### config.mk
export PLATFORM = sky130hd
export DESIGN_NAME = add2_arbiter
export DESIGN_NICKNAME = d
export VERILOG_FILES = /design/src/rtl/add2_arbiter.sv
export SDC_FILE = /design/constraint.sdc
export NUM_CORES = 1
export LEC_CHECK = 0
export ABC_AREA = 1
export CELL_PAD_IN_SITES_DETAIL_PLACEMENT = 1
export CELL_PAD_IN_SITES_GLOBAL_PLACEMENT = 2
export CORE_ASPECT_RATIO = 1.5
export CORE_MARGIN = 2
export CORE_UTILIZATION = 20
export DETAILED_ROUTE_END_ITERATION = 7
export PLACE_DENSITY = 0.9
export SETUP_SLACK_MARGIN = 0.2
export SLEW_MARGIN = 15
export SYNTH_ARGS = -nofsm -noshare
export SYNTH_HDL_FRONTEND = slang
export SYNTH_SLANG_ARGS = --single-unit
### constraint.sdc
create_clock -name clk -period 2.05 [get_ports clk]
set_input_delay 0.41 -clock clk [delete_from_list [all_inputs] [get_ports clk]]
set_output_delay 0.41 -clock clk [all_outputs]
set_load 0.1 [all_outputs]
### src/rtl/add2_arbiter.sv
// add2_arbiter
//
// Round-robin arbiter and sequencer in front of one shared 8-bit add/subtract
// datapath. It accepts one operation at a time from NUM_REQ requesters. It
// launches the datapath with a one-cycle start pulse, then waits for done or a
// timeout. The 9-bit result goes back to the requester that owns the operation.
//
// Ports
//   clk, rst              : clock, synchronous active-high reset
//   req_valid/req_ready   : per-requester request handshake (ready is one-hot)
//   req_op, req_a, req_b  : per-requester opcode (0 add, 1 sub) and packed operands
//   dp_start              : one-cycle launch pulse to the shared datapath
//   dp_op, dp_a, dp_b     : registered operation of the current owner
//   dp_done, dp_result    : datapath completion strobe and 9-bit result
//   rsp_valid/rsp_ready   : per-requester response handshake (valid is one-hot)
//   rsp_data, rsp_err     : returned result, timeout flag
//   busy, grant_id        : not-idle indicator, index of the current owner

module add2_arbiter #(
    parameter int NUM_REQ     = 4,
    parameter int TIMEOUT_CYC = 15
) (
    input  logic                       clk,
    input  logic                       rst,
    input  logic [NUM_REQ-1:0]         req_valid,
    output logic [NUM_REQ-1:0]         req_ready,
    input  logic [NUM_REQ-1:0]         req_op,
    input  logic [8*NUM_REQ-1:0]       req_a,
    input  logic [8*NUM_REQ-1:0]       req_b,
    output logic                       dp_start,
    output logic                       dp_op,
    output logic [7:0]                 dp_a,
    output logic [7:0]                 dp_b,
    input  logic                       dp_done,
    input  logic [8:0]                 dp_result,
    output logic [NUM_REQ-1:0]         rsp_valid,
    input  logic [NUM_REQ-1:0]         rsp_ready,
    output logic [8:0]                 rsp_data,
    output logic                       rsp_err,
    output logic                       busy,
    output logic [$clog2(NUM_REQ)-1:0] grant_id
);

    localparam int PW = $clog2(NUM_REQ);

    localparam logic [1:0] S_IDLE = 2'd0;
    localparam logic [1:0] S_EXEC = 2'd1;
    localparam logic [1:0] S_RESP = 2'd2;

    // Last wait-counter value before the operation is declared timed out.
    localparam logic [7:0]    TO_LAST  = 8'(TIMEOUT_CYC - 1);
    localparam logic [PW-1:0] LAST_IDX = PW'(NUM_REQ - 1);

    logic [1:0]    state_q, state_d;
    logic [PW-1:0] ptr_q,   ptr_d;
    logic [PW-1:0] gid_q,   gid_d;
    logic          op_q,    op_d;
    logic [7:0]    a_q,     a_d;
    logic [7:0]    b_q,     b_d;
    logic [7:0]    cnt_q,   cnt_d;
    logic [8:0]    rdata_q, rdata_d;
    logic          rerr_q,  rerr_d;

    logic          win_found;
    logic [PW-1:0] win_idx;
    logic          op_sel;
    logic [7:0]    a_sel;
    logic [7:0]    b_sel;

    // (base + off) mod NUM_REQ, with off < NUM_REQ.
    function automatic logic [PW-1:0] wrap_idx(input logic [PW-1:0] base, input int off);
        int s;
        s = int'(base) + off;
        if (s >= NUM_REQ) begin
            s = s - NUM_REQ;
        end
        return PW'(s);
    endfunction

    // Round-robin search starting at ptr_q; the first valid requester wins.
    always_comb begin
        win_found = 1'b0;
        win_idx   = '0;
        for (int off = 0; off < NUM_REQ; off++) begin
            if (!win_found && req_valid[wrap_idx(ptr_q, off)]) begin
                win_found = 1'b1;
                win_idx   = wrap_idx(ptr_q, off);
            end
        end
    end

    // Operand mux for the winner.
    always_comb begin
        op_sel = 1'b0;
        a_sel  = '0;
        b_sel  = '0;
        for (int i = 0; i < NUM_REQ; i++) begin
            if (win_idx == PW'(i)) begin
                op_sel = req_op[i];
                a_sel  = req_a[8*i +: 8];
                b_sel  = req_b[8*i +: 8];
            end
        end
    end

    // One-hot handshake outputs.
    always_comb begin
        req_ready = '0;
        rsp_valid = '0;
        for (int i = 0; i < NUM_REQ; i++) begin
            req_ready[i] = (state_q == S_IDLE) && win_found && (win_idx == PW'(i));
            rsp_valid[i] = (state_q == S_RESP) && (gid_q == PW'(i));
        end
    end

    always_comb begin
        state_d = state_q;
        ptr_d   = ptr_q;
        gid_d   = gid_q;
        op_d    = op_q;
        a_d     = a_q;
        b_d     = b_q;
        cnt_d   = cnt_q;
        rdata_d = rdata_q;
        rerr_d  = rerr_q;

        case (state_q)
            S_IDLE: begin
                if (win_found) begin
                    gid_d   = win_idx;
                    op_d    = op_sel;
                    a_d     = a_sel;
                    b_d     = b_sel;
                    cnt_d   = '0;
                    state_d = S_EXEC;
                end
            end
            S_EXEC: begin
                cnt_d = cnt_q + 8'd1;
                // A done in the timeout cycle still counts as a good result.
                if (dp_done) begin
                    rdata_d = dp_result;
                    rerr_d  = 1'b0;
                    state_d = S_RESP;
                end else if (cnt_q == TO_LAST) begin
                    rdata_d = 9'h1FF;
                    rerr_d  = 1'b1;
                    state_d = S_RESP;
                end
            end
            S_RESP: begin
                // The pointer only moves once the owner has taken its result.
                if (rsp_ready[gid_q]) begin
                    state_d = S_IDLE;
                    ptr_d   = (gid_q == LAST_IDX) ? '0 : gid_q + PW'(1);
                end
            end
            default: begin
                state_d = S_IDLE;
            end
        endcase
    end

    always_ff @(posedge clk) begin
        if (rst) begin
            state_q <= S_IDLE;
            ptr_q   <= '0;
            gid_q   <= '0;
            op_q    <= 1'b0;
            a_q     <= '0;
            b_q     <= '0;
            cnt_q   <= '0;
            rdata_q <= '0;
            rerr_q  <= 1'b0;
        end else begin
            state_q <= state_d;
            ptr_q   <= ptr_d;
            gid_q   <= gid_d;
            op_q    <= op_d;
            a_q     <= a_d;
            b_q     <= b_d;
            cnt_q   <= cnt_d;
            rdata_q <= rdata_d;
            rerr_q  <= rerr_d;
        end
    end

    // The counter is zero only in the first EXEC cycle, which gives the pulse.
    assign dp_start = (state_q == S_EXEC) && (cnt_q == 8'd0);
    assign dp_op    = op_q;
    assign dp_a     = a_q;
    assign dp_b     = b_q;
    assign rsp_data = rdata_q;
    assign rsp_err  = rerr_q;
    assign busy     = (state_q != S_IDLE);
    assign grant_id = gid_q;

endmodule

# Word-level counts from Yosys, hierarchy flattened
# Index checks and enable logic that the tools add are counted.
dict set report word_totals {
  register_bits 41
}
dict set report classes {
  add_sub_neg 9
  magnitude_cmp 9
  n_eq_ne 12
  mux 46
  n_reduce_logical 28
}
# operator n
set ops {}
lappend ops {{$mux W8} 9}
lappend ops {{$mux W2} 13}
lappend ops {{$mux W9} 2}
lappend ops {{$pmux W8 S2} 1}
lappend ops {{$lt A2 B3 Y1 const B} 5}
lappend ops {{$mux W1} 15}
lappend ops {{$logic_and A1 B1 Y1} 13}
lappend ops {{$bmux W1 S2} 5}
lappend ops {{$eq A2 B2 Y1 const B} 5}
lappend ops {{$ge A3 B3 Y1 const B} 3}
lappend ops {{$add A8 B1 Y8 const B} 1}
lappend ops {{$eq A8 B4 Y1 const B} 1}
lappend ops {{$logic_not A8 Y1} 1}
lappend ops {{$reduce_and A2 Y1} 4}
lappend ops {{$sub A2 B1 Y2 const B} 4}
lappend ops {{$add A2 B2 Y3 const B} 2}
lappend ops {{$eq A2 B1 Y1 const B} 3}
lappend ops {{$logic_not A2 Y1} 3}
lappend ops {{$pmux W2 S3} 1}
lappend ops {{$reduce_bool A2 Y1} 3}
lappend ops {{$add A2 B1 Y3 const B} 1}
lappend ops {{$ge A2 B3 Y1 const B} 1}
lappend ops {{$logic_not A1 Y1} 3}
lappend ops {{$ne A3 B3 Y1 const B} 1}
lappend ops {{4 further kinds} 4}

# Longest topological paths before layout
# Gate-level depths: netlist of the first run.
dict set report logic_depth {
  depth_word 19
  depth_mapped 16
  ltp_nobuf 16
}

# Worst setup path before layout of the first run
# Ideal clock, no wire load.
dict set report synth_timing {
  path_type {flip-flop to output port}
  startpoint {register state_q[0]}
  endpoint {output port dp_start}
  arrival_ps 3092
  path_slack_ps -1452
  stages_incl_launch_ff 6
  path_cell_list {dfxtp_1 inv_1 nor2_1 inv_1 clkbuf_1 nor3_1}
}
dict set report synth_via {
  elab_chain_cells 2
}
# item line
set synth_rtl {}
lappend synth_rtl {{from (decl)} 54} ;# logic [1:0] state_q, state_d;
lappend synth_rtl {{from (signal assigned)} 176} ;# state_q <= state_d;
lappend synth_rtl {{$eq A2 B1 Y1} 189} ;# assign dp_start = (state_q == S_EXEC) && (cnt_q == 8'd0);
lappend synth_rtl {{$logic_and A1 B1 Y1} 189}
lappend synth_rtl {{to (decl)} 30} ;# output logic dp_start,
# No other way between the ends.

# Worst setup path in the final report of the first run
dict set report layout_timing {
  startpoint {register ptr_q[0]}
  endpoint {output port req_ready[0]}
}
dict set report layout_via {
  elab_chain_cells 16
  elab_cells_between_ends 40
}
# item line
set layout_rtl {}
lappend layout_rtl {{from (decl)} 55} ;# logic [PW-1:0] ptr_q, ptr_d;
lappend layout_rtl {{from (signal assigned)} 177} ;# ptr_q <= ptr_d;
lappend layout_rtl {{branches (longest 15 deep; another with $add A2 B1 Y3)} n/a}
lappend layout_rtl {{$logic_and A1 B1 Y1 (*)} 111} ;# req_ready[i] = (state_q == S_IDLE) && win_found && (win_idx == PW'(i));
lappend layout_rtl {{to (decl)} 26} ;# output logic [NUM_REQ-1:0] req_ready,
# Every way passes the cells marked *. The select of a mux whose other input is x is not followed.

==> load_flow_metrics.sql, run 1 <==
INSERT INTO impl_metrics (metric_group, metric, value, unit) VALUES
('clock_network', 'cts_max_level', '2', ''),
('floorplan', 'num_io_pins', '127', ''),
('hold_path', 'hold_class', 'register to register', ''),
('floorplan', 'die_x', '99.7', 'um'),
('grt', 'overflow', '0', ''),
('drt', 'num_vias', '3472', ''),
('floorplan', 'die-area', '14700', 'um^2'),
('floorplan', 'floorplan.core_area', '13500', 'um^2'),
('yosys', 'synthesis.instances', '443', ''),
('yosys', 'yosysMostFrequentCell', 'sky130_fd_sc_hd__nand2_1', ''),
('floorplan', 'floorplan.rows', '52', ''),
('setup_path', 'cp.buffers_inverters', '4', ''),
('layout', 'num-fill-cells', '1657', ''),
('setup_path', 'timing.critical_path.to_type', 'output port', ''),
('yosys', 'sequential_area_share_after_synthesis', '29.9', '%'),
('timing', 'post-route-min-period', '2.36', 'ns'),
('setup_path', 'crit_path_max_incr_delay', '0.38', 'ns'),
('grt', 'grt_start_max_net_pins', '20', ''),
('setup_path', 'cp_cell_sequence', 'buf_6 > nand2_4 > nand2_4 > nand2_4 > buf_6 > inv_4 > a21boi_4 > nand2_2 > nor2_8 > nand2_4 > nor2_4 > buf_12', ''),
('yosys', 'synth_warnings', '0', ''),
('drt', 'dr.first_iter.drc_count', '92', ''),
('place', 'place.detailed.hpwl', '8.83', 'mm'),
('timing', 'post-route-worst-setup-slack', '-0.309', 'ns'),
('clock_network', 'inserted_clock_buffers', '5', ''),
('drt', 'postRouteWirelength', '11.7', 'mm'),
('setup_path', 'required_time_of_the_critical_path', '1.64', 'ns'),
('clock_network', 'clock_path_buffers', '2', ''),
('clock_network', 'clkSlewWorstSetupHoldPaths', '0.06', 'ns'),
('timing', 'timing.final.hold_violations', '0', ''),
('yosys', 'ys.flop_type', 'sky130_fd_sc_hd__dfxtp_1', ''),
('place', 'portBuffers', '126', ''),
('yosys', 'synth_top_area_share', '29.9', '%'),
('yosys', 'yosys_register_bits', '41', ''),
('grt', 'grt_first_pass_wirelength', '18.2', 'mm'),
('yosys', 'post_synth_arst_share', '0', '%'),
('timing', 'timing.max_slew.rel_slack', '72.9', '%'),
('setup_path', 'worst_setup_path_start_kind', 'register', ''),
('drt', 'wire_per_inst', '15.0', 'um'),
('drt', 'post-route-drc-count', '0', ''),
('layout', 'synthToLayoutAreaGrowth', '90.2', '%'),
('yosys', 'syn_area', '2750', 'um^2'),
('run_status', 'run_status', 'finished, violations left', ''),
('layout', 'antennaDiodeCount', '0', ''),
('timing', 'grt_setup_unrepaired', 'true', ''),
('timing', 'max_clock_freq', '424', 'MHz'),
('setup_path', 'critical_path.slowest_cell', 'sky130_fd_sc_hd__dfxtp_4', ''),
('yosys', 'yosys-top-cells-area', 'sky130_fd_sc_hd__dfxtp_1 30%, sky130_fd_sc_hd__nand2_1 19%, sky130_fd_sc_hd__inv_1 7.8%', ''),
('job', 'maxCapViolCount', '0', ''),
('yosys', 'synth_nets', '538', ''),
('run_status', 'violations', 'negative setup slack', ''),
('timing', 'clock_skew', '0.00544', 'ns'),
('clock_network', 'tritoncts_num_sinks', '41', ''),
('layout', 'instances_no_fill', '775', ''),
('clock_network', 'cts_tree', 'done', ''),
('clock_network', 'clk-insertion-delay-late', '0.29', 'ns'),
('setup_path', 'timing.reg2reg.setup_slack', '-0.18', 'ns'),
('yosys', 'synthesis.area_per_instance', '6.20', 'um^2'),
('setup_path', 'crit_fanout', '6', ''),
('yosys', 'synth.top_cells.by_count', '138 x sky130_fd_sc_hd__nand2_1, 57 x sky130_fd_sc_hd__inv_1, 48 x sky130_fd_sc_hd__nor2_1', ''),
('timing', 'final_number_of_setup_violating_endpoints', '21', ''),
('drt', 'ant_nets', '0', ''),
('power_and_ir_drop', 'p_leak', '2.33', 'nW'),
('timing', 'worstMarginPinSlew', '0.405', 'ns'),
('setup_path', 'critical-path-top-cell-by-count', 'sky130_fd_sc_hd__nand2_4', ''),
('grt', 'grt_pass1_vias', '3785', ''),
('power_and_ir_drop', 'max-vdd-ir-drop', '0.374', 'mV'),
('timing', 'final_max_slew_viol_count', '0', ''),
('grt', 'antenna_found_initial', '0', ''),
('power_and_ir_drop', 'power_density', '827', 'nW/um^2'),
('yosys', 'library_cell_with_the_largest_summed_area_after_synthesis', 'sky130_fd_sc_hd__dfxtp_1', ''),
('place', 'post-place-cells', '750', '');
cells in the final DEF, fill, tap and decap left out, types with 10 or more instances in the layout:
master | Yosys | final
sky130_fd_sc_hd__buf_4 | 3 | 60
sky130_fd_sc_hd__o21ai_0 | 12 | 11
sky130_fd_sc_hd__clkdlybuf4s50_1 | 0 | 83
sky130_fd_sc_hd__buf_12 | 0 | 14
sky130_fd_sc_hd__inv_1 | 57 | 50
sky130_fd_sc_hd__nor3_1 | 13 | 11
sky130_fd_sc_hd__nand2_2 | 4 | 19
sky130_fd_sc_hd__a211oi_1 | 11 | 10
sky130_fd_sc_hd__nand2_1 | 138 | 111
sky130_fd_sc_hd__nand2_4 | 1 | 13
sky130_fd_sc_hd__nand3_1 | 30 | 24
sky130_fd_sc_hd__dfxtp_1 | 41 | 35
sky130_fd_sc_hd__nor2_1 | 48 | 37
sky130_fd_sc_hd__buf_6 | 3 | 10
sky130_fd_sc_hd__a21oi_1 | 29 | 23
sky130_fd_sc_hd__nor2_4 | 2 | 13
registers in the layout, indices dropped and copies added (netlist names):
register  cells
grant_id      2
state_q       2
dp_a          8
dp_b          8
cnt_q         8
rsp_data      9
ptr_q         2
dp_op         1
rsp_err       1
tightest hold or removal path, stage by stage (launching register included):
cell                      delay (ns)
sky130_fd_sc_hd__dfxtp_1        0.31
sky130_fd_sc_hd__nand2_1        0.06
sky130_fd_sc_hd__a21oi_1        0.05
final timing paths:
| check | start | endpoint | cells past startpoint |
|---|---|---|---|
| worst max register to register | ptr_q[0] | dp_b[5] | 16 |
| worst min register to register | cnt_q[7] | cnt_q[7] | 2 |
| worst max-delay path | ptr_q[0] | req_ready[0] | 12 |
| worst min-delay path | cnt_q[7] | cnt_q[7] | 2 |
stage by stage:
step / util (%) / setup TNS [ns] / hold slack, ns / setup WS [ns] / area (um^2)
6_report: 38.8 / -3.78 / 0.462 / -0.309 / 5230
5_1_grt: 38.8 / -6.56 / 0.488 / -0.404 / 5230
4_1_cts: 37.6 / -5.14 / 0.465 / -0.329 / 5060
3_5_place_dp: 33.7 / -13.16 / 0.457 / -0.601 / 4540
3_3_place_gp: 33.7 / -10.79 / 0.444 / -0.515 / 4540
2_1_floorplan: - / -2.15 / 0.444 / -0.226 / 2850
logic make-up (layout without fill, tap and decap cells):
logic type	count (synthesis)	count (layout)	synth area share, %
simple gates	247	249	39.3
buf+inv	78	246	12.0
compound gates	69	69	15.3
flops	41	41	29.9
fa+ha+maj	7	7	3.19
xor+xnor	1	1	0.319
metal layers:
metal / GRT usage [%] / vias to the layer above / wire, um
met4: 6.85 / 0 / 394
met1: 15.6 / 1605 / 4280
met5: 0 / - / 0
li1: - / 1739 / -
met3: 2.65 / 21 / 515
met2: 30.0 / 107 / 6460
report_power, final:
group          internal (W)  switching (W)  leakage, nW  total, W
sequential         0.000893      0.0000698        0.341  0.000963
combinational      0.000840        0.00153         1.89   0.00237
clock              0.000647       0.000344       0.0920  0.000991
total               0.00238        0.00194         2.33   0.00432
repair_timing:
action	in CTS	in global routing
pin swaps	31	28
hold buffers	0	0
endpoints found under the setup margin	31	30
setup buffers	11	2
cloned	4	0
gates resized for setup	58	44
cell type report:
class	count	area, um^2	area share [%]
multi-input combinational	326	1940	37.2
timing repair buffer	175	1790	34.3
sequential	41	843	16.1
inverter	63	256	4.91
tap	162	203	3.88
clock buffer	6	150	2.87
clock inverter	2	35.0	0.670
Note: power is estimated with default switching activity, not from simulation.
==> inputs of run 2 (changes only) <==
--- a/config.mk
+++ b/config.mk
@@ -10,9 +10,9 @@
 export CELL_PAD_IN_SITES_GLOBAL_PLACEMENT = 2
 export CORE_ASPECT_RATIO = 1.5
 export CORE_MARGIN = 2
-export CORE_UTILIZATION = 20
+export CORE_UTILIZATION = 18
 export DETAILED_ROUTE_END_ITERATION = 7
-export PLACE_DENSITY = 0.9
+export PLACE_DENSITY = 0.86
 export SETUP_SLACK_MARGIN = 0.2
 export SLEW_MARGIN = 15
 export SYNTH_ARGS = -nofsm -noshare
==> constraint.sdc (replaced) <==
create_clock -name clk -period 2 [get_ports clk]
set_input_delay 0.4 -clock clk [delete_from_list [all_inputs] [get_ports clk]]
set_output_delay 0.4 -clock clk [all_outputs]
set_load 0.1 [all_outputs]
==> run 2 against run 1 <==
Against the previous run: largest power group unchanged; the run still ends with negative setup slack left; critical path depth unchanged; total power increased by 2.3%; first-iteration DRC count decreased by 40%; largest cell class unchanged.
==> load_flow_metrics.sql, run 2 (synthesized netlist as in run 1, its figures left out) <==
INSERT INTO impl_metrics (metric_group, metric, value, unit) VALUES
('layout', 'num-fill-cells', '1886', ''),
('floorplan', 'floorplan.rows', '55', ''),
('setup_path', 'type_of_the_setup_path_with_the_least_slack', 'register to output port', ''),
('timing', 'final_max_slew_viol_count', '0', ''),
('grt', 'use_met3', '3.52', '%'),
('layout', 'largest_reg_flops', '9', ''),
('timing', 'clock_skew', '0.00858', 'ns'),
('clock_network', 'cts_tree', 'done', ''),
('grt', 'groute.layer.met2.usage', '28.1', '%'),
('drt', 'ant_nets', '0', ''),
('grt', 'grt_start_max_net_pins', '19', ''),
('timing', 'final_number_of_setup_violating_endpoints', '21', ''),
('clock_network', 'tritoncts_num_sinks', '41', ''),
('grt', 'antenna_found_initial', '0', ''),
('floorplan', 'die_h', '155', 'um'),
('hold_path', 'hold_class', 'register to register', ''),
('power_and_ir_drop', 'overall_power_of_the_completed_layout', '0.00442', 'W'),
('place', 'globalplace.congestion', '0.887', ''),
('floorplan', 'die-area', '16300', 'um^2'),
('setup_path', 'timing.critical_path.to_type', 'output port', ''),
('layout', 'synthToLayoutAreaGrowth', '98.5', '%'),
('timing', 'max_clock_freq', '426', 'MHz'),
('power_and_ir_drop', 'power_density', '811', 'nW/um^2'),
('timing', 'fin_crit_sh', '117', '%'),
('setup_path', 'cp_cell_sequence', 'buf_8 > nand2_2 > nand2_2 > nand2_4 > nand2_4 > nor2_4 > nand3_2 > nand2_2 > nand2_4 > buf_6 > nor2_4 > buf_12', ''),
('setup_path', 'crit_fanout', '6', ''),
('grt', 'grt-busiest-layer', 'met2', ''),
('drt', 'wire_per_inst', '14.2', 'um'),
('setup_path', 'critical_path.slowest_cell', 'sky130_fd_sc_hd__dfxtp_4', ''),
('setup_path', 'critical_path.top_delay_family', 'simple AND/OR/NAND/NOR gates', ''),
('timing', 'worstMarginPinSlew', '0.410', 'ns'),
('drt', 'drt-vias-per-instance', '4.29', ''),
('setup_path', 'crit_path_max_incr_delay', '0.38', 'ns'),
('power_and_ir_drop', 'max-vdd-ir-drop', '0.366', 'mV'),
('setup_path', 'worst_setup_path_start_kind', 'register', ''),
('grt', 'overflow', '0', ''),
('grt', 'globalRouteMet1Util', '13.4', '%'),
('clock_network', 'clk-insertion-delay-late', '0.29', 'ns'),
('setup_path', 'required_time_of_the_critical_path', '1.60', 'ns'),
('clock_network', 'inserted_clock_buffers', '5', ''),
('layout', 'mostFrequentLayoutCell', 'sky130_fd_sc_hd__nand2_1', ''),
('timing', 'timing.max_slew.rel_slack', '72.6', '%'),
('drt', 'postRouteWirelength', '11.7', 'mm'),
('layout', 'drive_above_1_share', '35.4', '%'),
('power_and_ir_drop', 'p_leak', '2.41', 'nW'),
('floorplan', 'floorplan.core_area', '15000', 'um^2'),
('timing', 'timing.final.hold_violations', '0', ''),
('run_status', 'run_status', 'finished, violations left', ''),
('grt', 'grt_first_pass_wirelength', '18.5', 'mm'),
('clock_network', 'clkSlewWorstSetupHoldPaths', '0.06', 'ns'),
('place', 'portBuffers', '126', ''),
('timing', 'post-route-worst-setup-slack', '-0.348', 'ns'),
('job', 'maxCapViolCount', '0', ''),
('setup_path', 'worst-endpoint-arrival', '1.95', 'ns'),
('drt', 'num_vias', '3539', ''),
('floorplan', 'num_io_pins', '127', ''),
('layout', 'antennaDiodeCount', '0', ''),
('drt', 'detailedRoute.firstPassIterationCount', '4', ''),
('clock_network', 'cts_max_level', '2', ''),
('grt', 'grt_pass1_vias', '3876', ''),
('layout', 'finish.net_count', '719', ''),
('floorplan', 'initial_core_util', '18.3', '%'),
('timing', 'grt_setup_unrepaired', 'true', ''),
('grt', 'gr-usage-all-layers', '14.0', '%'),
('run_status', 'violations', 'negative setup slack', ''),
('clock_network', 'clock_path_buffers', '2', ''),
('place', 'place.detailed.hpwl', '9.12', 'mm'),
('timing', 'post-route-min-period', '2.35', 'ns'),
('layout', 'most-common-layout-cells', '103 x sky130_fd_sc_hd__nand2_1, 83 x sky130_fd_sc_hd__clkdlybuf4s50_1, 69 x sky130_fd_sc_hd__buf_4', ''),
('floorplan', 'die_x', '105', 'um'),
('drt', 'post-route-drc-count', '0', ''),
('setup_path', 'cp.buffers_inverters', '3', ''),
('timing', 'fin_tns_setup', '-5.13', 'ns'),
('clock_network', 'root_buffer', 'sky130_fd_sc_hd__clkbuf_16', ''),
('drt', 'dr.first_iter.drc_count', '55', '');
-- run 2: final cells by class --
cell class	instances	area, um^2	area share (%)
clock buffers	7	164	3.01
clock inverters	1	7.51	0.138
inverters	63	259	4.75
multi-input cells	324	2010	36.8
flip-flops and latches	41	843	15.5
well taps	199	249	4.57
repair buffers	189	1920	35.3
-- run 2: worst reg2reg max path, delay by kind of cell (launching register included) --
| family | cells | cell delay [ns] |
|---|---|---|
| AND/OR/NAND/NOR | 13 | 0.99 |
| buffers and inverters | 5 | 0.75 |
| flip-flops | 1 | 0.40 |
-- run 2: power by group --
group / switching (W) / internal [W] / total [W]
Sequential: 0.0000712 / 0.000916 / 0.000987
Clock: 0.000355 / 0.000573 / 0.000928
Combinational: 0.00158 / 0.000924 / 0.00251
-- run 2: final timing paths --
| path | startpoint | slack [ns] | depth (start not counted) | endpoint |
|---|---|---|---|---|
| hold / removal | rsp_err | 0.46 | 2 | rsp_err |
| setup / recovery | ptr_q[0] | -0.35 | 12 | req_ready[3] |
| hold reg to reg | rsp_err | 0.46 | 2 | rsp_err |
| setup reg to reg | ptr_q[0] | -0.27 | 18 | dp_a[6] |
-- run 2: through the flow --
stage          instances  utilization [%]  setup WS (ns)  hold WS, ns  cell area [um^2]
3_5_place_dp         793             30.6         -0.693        0.453              4590
5_1_grt              824             36.4         -0.436        0.486              5450
4_1_cts              812             33.9         -0.390        0.463              5090
2_1_floorplan        443                -         -0.266        0.444              2850
6_report             824             36.4         -0.348        0.461              5450
3_3_place_gp         793             30.6         -0.571        0.448              4590
-- run 2: timing repair --
item,CTS,global route
resized for setup,74,62
endpoints found under the setup margin,32,35
endpoints found under the hold margin,0,0
cloned,0,2
setup buffers,11,10
hold buffers,0,0
pin swaps,25,36
-- run 2: layer usage --
metal  share of wire (%)  wire [um]  vias to the layer above
li1                    -          -                     1774
met1                  36       4200                     1630
met2                  56       6520                      111
met3                 5.6        659                       24
met4                 2.7        315                        0
met5                   0          0                        -
==> inputs of run 3 (changes only) <==
--- a/config.mk
+++ b/config.mk
@@ -9,11 +9,12 @@
 export CELL_PAD_IN_SITES_DETAIL_PLACEMENT = 1
 export CELL_PAD_IN_SITES_GLOBAL_PLACEMENT = 2
 export CORE_ASPECT_RATIO = 1.5
-export CORE_MARGIN = 2
+export CORE_MARGIN = 10
 export CORE_UTILIZATION = 18
 export DETAILED_ROUTE_END_ITERATION = 7
 export PLACE_DENSITY = 0.86
 export SETUP_SLACK_MARGIN = 0.2
+export SKIP_LAST_GASP = 1
 export SLEW_MARGIN = 15
 export SYNTH_ARGS = -nofsm -noshare
 export SYNTH_HDL_FRONTEND = slang
==> run 3 against run 2 <==
Against the previous run: the flow still finishes with violations (negative setup slack); combinational power is essentially flat; utilization fell by 0.91 points; register-to-register slack worse by 0.04 ns; largest cell class unchanged; fmax decreased by 1.9%; cell count fell by 0.12%; sequential share of layout area grew 0.21 points; hold slack worse by 0.0034 ns; via count fell by 0.65%; critical endpoint is now req_ready[0]; first-iteration DRC count rose by 7.3%.
==> load_flow_metrics.sql, run 3 (synthesized netlist as in run 1, its figures left out) <==
INSERT INTO impl_metrics (metric_group, metric, value, unit) VALUES
('run_status', 'run_status', 'finished, violations left', ''),
('run_status', 'violations', 'negative setup slack', ''),
('timing', 'clock_skew', '0.00482', 'ns'),
('power_and_ir_drop', 'max-vdd-ir-drop', '0.335', 'mV'),
('drt', 'post-route-drc-count', '0', ''),
('clock_network', 'inserted_clock_buffers', '5', ''),
('drt', 'drt-vias-per-instance', '4.27', ''),
('setup_path', 'worst_setup_path_start_kind', 'register', ''),
('grt', 'gr-usage-all-layers', '11.6', '%'),
('power_and_ir_drop', 'share_of_total_power_in_sequential_cells', '22.1', '%'),
('floorplan', 'num_io_pins', '127', ''),
('drt', 'postRouteWirelength', '12.5', 'mm'),
('timing', 'timing.final.hold_violations', '0', ''),
('drt', 'wire_per_inst', '15.2', 'um'),
('layout', 'drive_above_1_share', '33.0', '%'),
('power_and_ir_drop', 'power.internal', '0.00248', 'W'),
('power_and_ir_drop', 'overall_power_of_the_completed_layout', '0.00446', 'W'),
('clock_network', 'ctsHoldBuffers', '0', ''),
('power_and_ir_drop', 'switching_share', '44.4', '%'),
('clock_network', 'root_buffer', 'sky130_fd_sc_hd__clkbuf_16', ''),
('place', 'post-place-cells', '791', ''),
('layout', 'instances_no_fill', '823', ''),
('drt', 'detailedRoute.firstPassIterationCount', '4', ''),
('grt', 'antenna_found_initial', '0', ''),
('power_and_ir_drop', 'share_comb_of_total_power', '55.6', '%'),
('power_and_ir_drop', 'power_density', '835', 'nW/um^2'),
('place', 'dpl_cell_area', '4600', 'um^2'),
('timing', 'timing.max_slew.rel_slack', '79.0', '%'),
('layout', 'post-route-util', '35.4', '%'),
('floorplan', 'initial_core_util', '18.2', '%'),
('setup_path', 'worst-endpoint-arrival', '1.99', 'ns'),
('layout', 'most-common-layout-cells', '109 x sky130_fd_sc_hd__nand2_1, 83 x sky130_fd_sc_hd__clkdlybuf4s50_1, 72 x sky130_fd_sc_hd__buf_4', ''),
('setup_path', 'timing.critical_path.to_type', 'output port', ''),
('place', 'place_worst_setup_slack', '-0.640', 'ns'),
('grt', 'grt_first_pass_wirelength', '19.5', 'mm'),
('grt', 'grt_start_max_net_pins', '23', ''),
('clock_network', 'clk-insertion-delay-late', '0.28', 'ns'),
('hold_path', 'hold_class', 'register to register', ''),
('timing', 'max_clock_freq', '418', 'MHz'),
('layout', 'synthToLayoutAreaGrowth', '94.4', '%'),
('clock_network', 'tritoncts_num_sinks', '41', ''),
('setup_path', 'required_time_of_the_critical_path', '1.60', 'ns'),
('place', 'portBuffers', '126', ''),
('timing', 'worstMarginPinSlew', '0.314', 'ns'),
('clock_network', 'cts_max_level', '2', ''),
('clock_network', 'cts_tree', 'done', ''),
('place', 'place.detailed.hpwl', '10.1', 'mm'),
('drt', 'ant_nets', '0', ''),
('timing', 'post-route-min-period', '2.39', 'ns'),
('layout', 'mostFrequentLayoutCell', 'sky130_fd_sc_hd__nand2_1', ''),
('floorplan', 'floorplan.core_area', '15100', 'um^2'),
('floorplan', 'die_x', '121', 'um'),
('grt', 'grt_pass1_vias', '3901', ''),
('timing', 'fin_crit_sh', '120', '%'),
('drt', 'num_vias', '3516', ''),
('setup_path', 'type_of_the_setup_path_with_the_least_slack', 'register to output port', ''),
('drt', 'dr.first_iter.drc_count', '59', ''),
('job', 'maxCapViolCount', '0', ''),
('power_and_ir_drop', 'p_switching', '0.00198', 'W'),
('layout', 'finish.net_count', '718', ''),
('clock_network', 'clkSlewWorstSetupHoldPaths', '0.06', 'ns'),
('timing', 'final_max_slew_viol_count', '0', ''),
('timing', 'post-route-worst-setup-slack', '-0.394', 'ns'),
('setup_path', 'crit_fanout', '9', ''),
('place', 'globalplace.congestion', '0.860', ''),
('layout', 'post-route-cell-area', '5340', 'um^2'),
('floorplan', 'die_h', '171', 'um'),
('floorplan', 'floorplan.rows', '55', ''),
('layout', 'largest_reg_flops', '9', ''),
('timing', 'grt_setup_unrepaired', 'true', ''),
('floorplan', 'die-area', '20700', 'um^2'),
('clock_network', 'clock_path_buffers', '2', ''),
('power_and_ir_drop', 'p_leak', '2.37', 'nW'),
('power_and_ir_drop', 'clkPwrFrac', '22.3', '%'),
('timing', 'final_number_of_setup_violating_endpoints', '24', ''),
('grt', 'overflow', '0', ''),
('layout', 'antennaDiodeCount', '0', '');
run 3: through the flow:
step | hold slack, ns | setup TNS [ns]
2_1_floorplan | 0.444 | -2.65
3_3_place_gp | 0.452 | -13.48
3_5_place_dp | 0.451 | -16.26
4_1_cts | 0.460 | -5.84
5_1_grt | 0.493 | -10.56
6_report | 0.458 | -6.23
run 3: final timing paths:
kind | depth (start not counted) | startpoint | slack (ns) | end
min reg2reg | 2 | rsp_err | 0.46 | rsp_err
max reg2reg | 18 | ptr_q[0] | -0.31 | dp_b[6]
min | 2 | rsp_err | 0.46 | rsp_err
max | 12 | ptr_q[0] | -0.39 | req_ready[0]
run 3: worst max-delay path: stages (launching register included):
cell and delay (ns):
sky130_fd_sc_hd__dfxtp_4 0.41, sky130_fd_sc_hd__inv_8 0.06, sky130_fd_sc_hd__nand2_1 0.07, sky130_fd_sc_hd__nand2_2 0.10, sky130_fd_sc_hd__nand2_2 0.12, sky130_fd_sc_hd__nand2_4 0.06
sky130_fd_sc_hd__buf_4 0.13, sky130_fd_sc_hd__a21oi_2 0.15, sky130_fd_sc_hd__nand2_2 0.08, sky130_fd_sc_hd__nand2_4 0.13, sky130_fd_sc_hd__nand2_4 0.08, sky130_fd_sc_hd__nor2_4 0.11
sky130_fd_sc_hd__buf_12 0.18
run 3: layout make-up:
type	instances	area [um^2]
Fill cell	1841	9730
Multi-Input combinational cell	325	1950
Timing Repair Buffer	187	1870
Sequential cell	41	837
Inverter	63	256
Tap cell	199	249
Clock buffer	6	150
Clock inverter	2	35.0
run 3: repair_timing:
item | CTS | global route
gates resized for setup | 68 | 38
buffers inserted | 16 | 7
pin swaps | 31 | 18
gates cloned | 1 | 0
setup endpoints to repair | 32 | 35
run 3: power by group through the flow:
stage               clock (W)  combinational [W]  sequential [W]
detailed placement          0            0.00220         0.00100
global placement            0            0.00217        0.000999
CTS                   0.00102            0.00244        0.000985
finish               0.000994            0.00248        0.000985
floorplan                   0           0.000830         0.00161
global route          0.00105            0.00265        0.000999
run 3: layer usage:
layer | vias up | share of wire, % | track usage (%)
met1 | 1630 | 37 | 11.5
li1 | 1762 | - | -
met4 | 0 | 1.9 | 3.37
met2 | 106 | 54 | 22.3
met5 | - | 0 | 0
met3 | 18 | 6.7 | 3.64
